$ cat src/rtl/jal_encoder.sv
// jal_encoder: two-stage pipeline that encodes RISC-V JAL (and optionally C.J/C.JAL) instructions.
// Define JAL_ENC_COMPRESSED_EN to enable the compressed encodings; otherwise req_c=1 yields an error response.
module jal_encoder #(
    parameter int CNT_W = 16
) (
    input  logic             clk,
    input  logic             rst,
    input  logic             req_valid,
    output logic             req_ready,
    input  logic [4:0]       req_rd,
    input  logic [31:0]      req_off,
    input  logic             req_c,
    output logic             rsp_valid,
    input  logic             rsp_ready,
    output logic [31:0]      rsp_instr,
    output logic             rsp_len,
    output logic             rsp_err,
    output logic [CNT_W-1:0] enc_cnt
);
    logic        s1_valid;
    logic [4:0]  s1_rd;
    logic [31:0] s1_off;
    logic        s1_c;
    logic        s2_adv;
    logic        j_ok;
    logic [31:0] j_instr;
    logic [31:0] enc_instr;
    logic        enc_len;
    logic        enc_err;
`ifdef JAL_ENC_COMPRESSED_EN
    logic        c_ok;
    logic [15:0] c_instr;
`endif
    assign s2_adv    = !rsp_valid || rsp_ready;
    assign req_ready = !s1_valid || s2_adv;
    // A 21-bit signed offset fits when every bit above bit 20 matches the sign.
    always_comb begin
        j_ok    = !s1_off[0] && (s1_off[31:20] == {12{s1_off[31]}});
        j_instr = {s1_off[20], s1_off[10:1], s1_off[11], s1_off[19:12], s1_rd, 7'b1101111};
    end
`ifdef JAL_ENC_COMPRESSED_EN
    always_comb begin
        c_ok    = !s1_off[0] && (s1_off[31:11] == {21{s1_off[31]}}) && (s1_rd[4:1] == 4'd0);
        c_instr = {s1_rd[0] ? 3'b001 : 3'b101, s1_off[11], s1_off[4], s1_off[9:8], s1_off[10],
                   s1_off[6], s1_off[7], s1_off[3:1], s1_off[5], 2'b01};
        enc_err   = s1_c ? !c_ok : !j_ok;
        enc_len   = s1_c && !enc_err;
        enc_instr = enc_err ? 32'd0 : (s1_c ? {16'd0, c_instr} : j_instr);
    end
`else
    always_comb begin
        enc_err   = s1_c || !j_ok;
        enc_len   = 1'b0;
        enc_instr = enc_err ? 32'd0 : j_instr;
    end
`endif
    always_ff @(posedge clk) begin
        if (req_valid && req_ready) begin
            s1_rd  <= req_rd;
            s1_off <= req_off;
            s1_c   <= req_c;
        end
    end
    always_ff @(posedge clk) begin
        if (rst) begin
            s1_valid  <= 1'b0;
            rsp_valid <= 1'b0;
            rsp_instr <= 32'd0;
            rsp_len   <= 1'b0;
            rsp_err   <= 1'b0;
            enc_cnt   <= '0;
        end else begin
            if (req_valid && req_ready)
                s1_valid <= 1'b1;
            else if (s2_adv)
                s1_valid <= 1'b0;
            if (s2_adv) begin
                rsp_valid <= s1_valid;
                if (s1_valid) begin
                    rsp_instr <= enc_instr;
                    rsp_len   <= enc_len;
                    rsp_err   <= enc_err;
                end
            end
            if (rsp_valid && rsp_ready && !rsp_err)
                enc_cnt <= enc_cnt + CNT_W'(1);
        end
    end
endmodule

$ cat config.mk
export PLATFORM = sky130hd
export DESIGN_NAME = jal_encoder
export DESIGN_NICKNAME = d
export VERILOG_FILES = /design/src/rtl/jal_encoder.sv
export SDC_FILE = /design/constraint.sdc
export NUM_CORES = 1
export LEC_CHECK = 0
export ABC_AREA = 1
export CAP_MARGIN = 25
export CORE_MARGIN = 3
export CORE_UTILIZATION = 42
export CTS_CLUSTER_SIZE = 40
export DETAILED_ROUTE_END_ITERATION = 16
export GPL_ROUTABILITY_DRIVEN = 0
export GPL_TIMING_DRIVEN = 0
export PLACE_DENSITY = 0.78
export SETUP_SLACK_MARGIN = 0.15
export SYNTH_ARGS = -nofsm -noshare
export SYNTH_HDL_FRONTEND = slang
export SYNTH_SLANG_ARGS = --single-unit
$ cat constraint.sdc
create_clock -name clk -period 1.95 [get_ports clk]
set_input_delay 0.585 -clock clk [delete_from_list [all_inputs] [get_ports clk]]
set_output_delay 0.585 -clock clk [all_outputs]
set_load 0.005 [all_outputs]
==> impl_summary.txt, run 1 <==
----------------------------------------------------
[Power and ir drop]
  Switching portion of total power ... between 20% and 30%
  Power share of the clock group ... 36.8%
  Power per unit of standard cell area ... roughly 720 mW/mm2
  Seq pwr share ... around 57%
  Switching power ... 710 uW
  Logic gate share of total power ... between 5 and 6%
  Worst supply voltage drop on vdd ... approximately 0.60 mV
  Lkg Pwr ... 2.01 nW
  Cell Int Power ... about 2.6 mW

[Yosys]
  Synthesis warning total ... 0
  Seq cells post-synth ... 83
  Number of library cell types mapped by synthesis ... 25
  Number of instances in the synthesized netlist ... 310
  Avg Cell Area, Syn ... a little over 10 um2
  Part of the Yosys area used for sequential elements ... 63.9%
  Post-synthesis instance area ... about 0.0032 mm2

[Global route]
  Initial antenna violation count ... 0
  Via count of the first global-routing pass ... about 2600
  First-pass GRT wire length ... 11700 um
  Pin count of the biggest net entering global routing ... 20
  Overall overflow remaining after global route ... 0
  Combined global-route utilization of all metal layers ... between 15 and 20%

[Timing]
  Unrepaired setup endpoints after global routing ... yes
  Tcrit/Tclk final ... about nine tenths
  Number of hold violations in the final report ... 0
  Max frequency ... 565 MHz
  Max-slew violation count ... 0
  Worst slack on hold paths ... about 460 ps
  Post-route setup slack ... between 150 and 200 ps
  Final setup skew ... around 5.3 ps
  Fin crit period ... ~1800 ps
  Final count of negative-setup-slack endpoints ... 0

[Layout]
  Count of antenna diodes in the layout ... 0
  Post-Layout Cell Count ... approximately 530
  Final design instance area without fill ... between 0.004 and 0.005 mm2
  Number of nets in the final layout ... 471
  Area Growth Syn to Fin ... 43.8%
  Fraction of final layout cells sized beyond drive strength 1 ... ~23%
  Top library cells by usage in the layout, fill and taps aside ... sky130_fd_sc_hd__nand2_1 (58), sky130_fd_sc_hd__clkdlybuf4s50_1 (49), sky130_fd_sc_hd__edfxtp_1 (38)
  Most common cell after layout, fill and taps aside ... sky130_fd_sc_hd__nand2_1
  Layout Utilization ... a little over three fifths
  Number of fill cells in the layout ... around 600

[Status]
  Run status ... finished, final reports clean

[Route]
  Final Routed Wirelength ... ~7000 um
  Via count ... ~2500
  ANT nets after route ... 0
  Vias per inst ... between 4 and 5
  DR iter-0 viols ... 86
  Post-detailed-route DRC marker count ... 0
  First drt pass iteration count ... 4
  Average routed wire per standard cell ... 13.5 um

[Clocking]
  Number of buffers created by CTS ... 9
  Clock sink total ... 83
  Clock tree from TritonCTS ... yes
  Clock transition time at the flip-flop clock pins of the worst setup and hold paths ... approximately 80 ps
  Htree depth ... 3
  Clock latency reported for the late side of the worst-skew pair ... between 300 and 400 ps
  Deepest clock path buffer count ... 2
  Hold-fix buffers, CTS ... 0
  Cell at the root of the clock tree ... sky130_fd_sc_hd__clkbuf_8

[Floorplanning]
  Floorplan Core Area ... 0.00733 mm2
  Die H ... just over 90 um
  Io pins ... 94
  Overall die area ... roughly 0.0087 mm2
  Horizontal die dimension ... 93.2 um
  Starting utilization of the core area ... roughly 44%
  Number of standard-cell rows in the floorplan ... 31

[Critical path]
  CP Cell Sequence ... clkdlybuf4s50_1
  CP Max Fanout ... 2
  CP bufs+invs ... 1
  Critical path launch point type ... flop
  Crit path kind ... flop to output port
  Critical path depth ... 1
  Family with the most delay on the worst path ... buffers and inverters
  Worst path slowest cell ... sky130_fd_sc_hd__clkdlybuf4s50_1
  Worst path required time ... between 1000 and 1500 ps
  Largest incremental delay on the critical path ... ~500 ps
  Type of destination of the critical path ... output port
  Register-to-Register Path Depth ... 8
  Worst endpoint data arrival time ... about 1200 ps
  R2R Path End ... enc_cnt[9]
  FF-to-FF Start ... rsp_valid
  End point of the critical path ... enc_cnt[5]
  Critical Path Source ... enc_cnt[5]
  Register-to-register setup slack ... ~410 ps

[Flow run]
  Number of maximum-capacitance constraint violations ... 0

[Hold path]
  Kind of path behind the tightest hold check ... flop to flop

[Place]
  Post-DP HPWL ... 4980 um
  Input/output buffers ... between 90 and 100
  Placement-stage worst setup slack ... -616 ps
  Dpl cells ... between 500 and 600
  Placement Cell Area ... 0.00425 mm2

----------------------------------------------------
==> cells by family (layout without fill, tap and decap cells) <==
kind of cell,count (synthesis),after routing,share of synthesized area [%]
other,1,2,0.117
adder cells (fa/ha/maj),1,1,0.391
flip-flops,83,83,63.9
AO/OA/AOI/OAI,45,45,8.22
buffers and inverters,37,159,5.95
XOR/XNOR,1,1,0.274
AND/OR/NAND/NOR,142,142,21.2
==> cell usage after synthesis, drive strengths merged <==
library cell	n	area, um2
nand2	62	240
dfxtp	45	901
edfxtp	38	1140
a21oi	36	218
nand3	36	230
nor2	35	144
inv	19	71.3
buf	16	111
o21ai	9	45.0
nand4	4	25.0
nor3	4	31.3
clkbuf	2	7.51
and2	1	6.26
conb	1	3.75
ha	1	12.5
xnor2	1	8.76
==> per-stage QoR <==
step                      setup TNS (ps)  power [mW]
final                                  0        3.31
after global routing                   0        3.44
after CTS                              0        3.33
after detailed placement          -29910        2.13
after global placement            -27700        2.12
after floorplan                        0        2.01
==> power groups by stage <==
stage	clock (mW)	combinational (mW)	sequential (mW)
floorplan	0	0.0713	1.94
global placement	0	0.182	1.94
detailed placement	0	0.186	1.94
CTS	1.24	0.193	1.90
global route	1.32	0.210	1.90
finish	1.22	0.192	1.90
==> worst min-delay path by stage <==
stage / depth (start not counted) / start / endpoint
6_report: 2 / rsp_instr[9] / rsp_instr[9]
5_1_grt: 2 / rsp_instr[9] / rsp_instr[9]
4_1_cts: 2 / rsp_instr[8] / rsp_instr[8]
3_5_place_dp: 2 / rsp_instr[8] / rsp_instr[8]
3_3_place_gp: 2 / rsp_instr[7] / rsp_instr[7]
2_1_floorplan: 2 / rsp_instr[10] / rsp_instr[10]
==> routing by layer <==
metal	share of wire (%)	global-route usage, %
met5	0	0
met4	0.91	5.01
met3	8.7	7.00
met2	49	28.5
met1	41	20.6
==> sequential cells by signal, summed over array words and instances, names as in the netlist <==
signal	count
s1_valid	1
rsp_instr	26
rsp_valid	1
enc_cnt	16
s1_c	1
rsp_err	1
s1_off	32
s1_rd	5
==> cell type report <==
class                           count  area (um2)  area share, %
Tap cell                           99         124           2.69
Clock inverter                      5        53.8           1.17
Timing Repair Buffer              105        1020           22.2
Sequential cell                    83        2080           45.2
Multi-Input combinational cell    191         976           21.2
Buffer                             18         120           2.61
Timing Repair inverter              1        7.51          0.163
Inverter                           19        75.1           1.63
Clock buffer                       11         141           3.08
==> repair_timing <==
item                       4_1_cts  5_1_grt
buffers inserted                14        0
setup endpoints to repair       97       30
hold endpoints to repair         0        0
resized for setup               49       25
gates cloned                     1        0
No activity file was read; power rests on OpenSTA's default activity.
==> inputs of run 2 (changes only) <==
CTS_CLUSTER_SIZE = 8   (was 40)
==> results of run 2 <==
No change in the layout: final DEF, timing and power equal those of run 1.
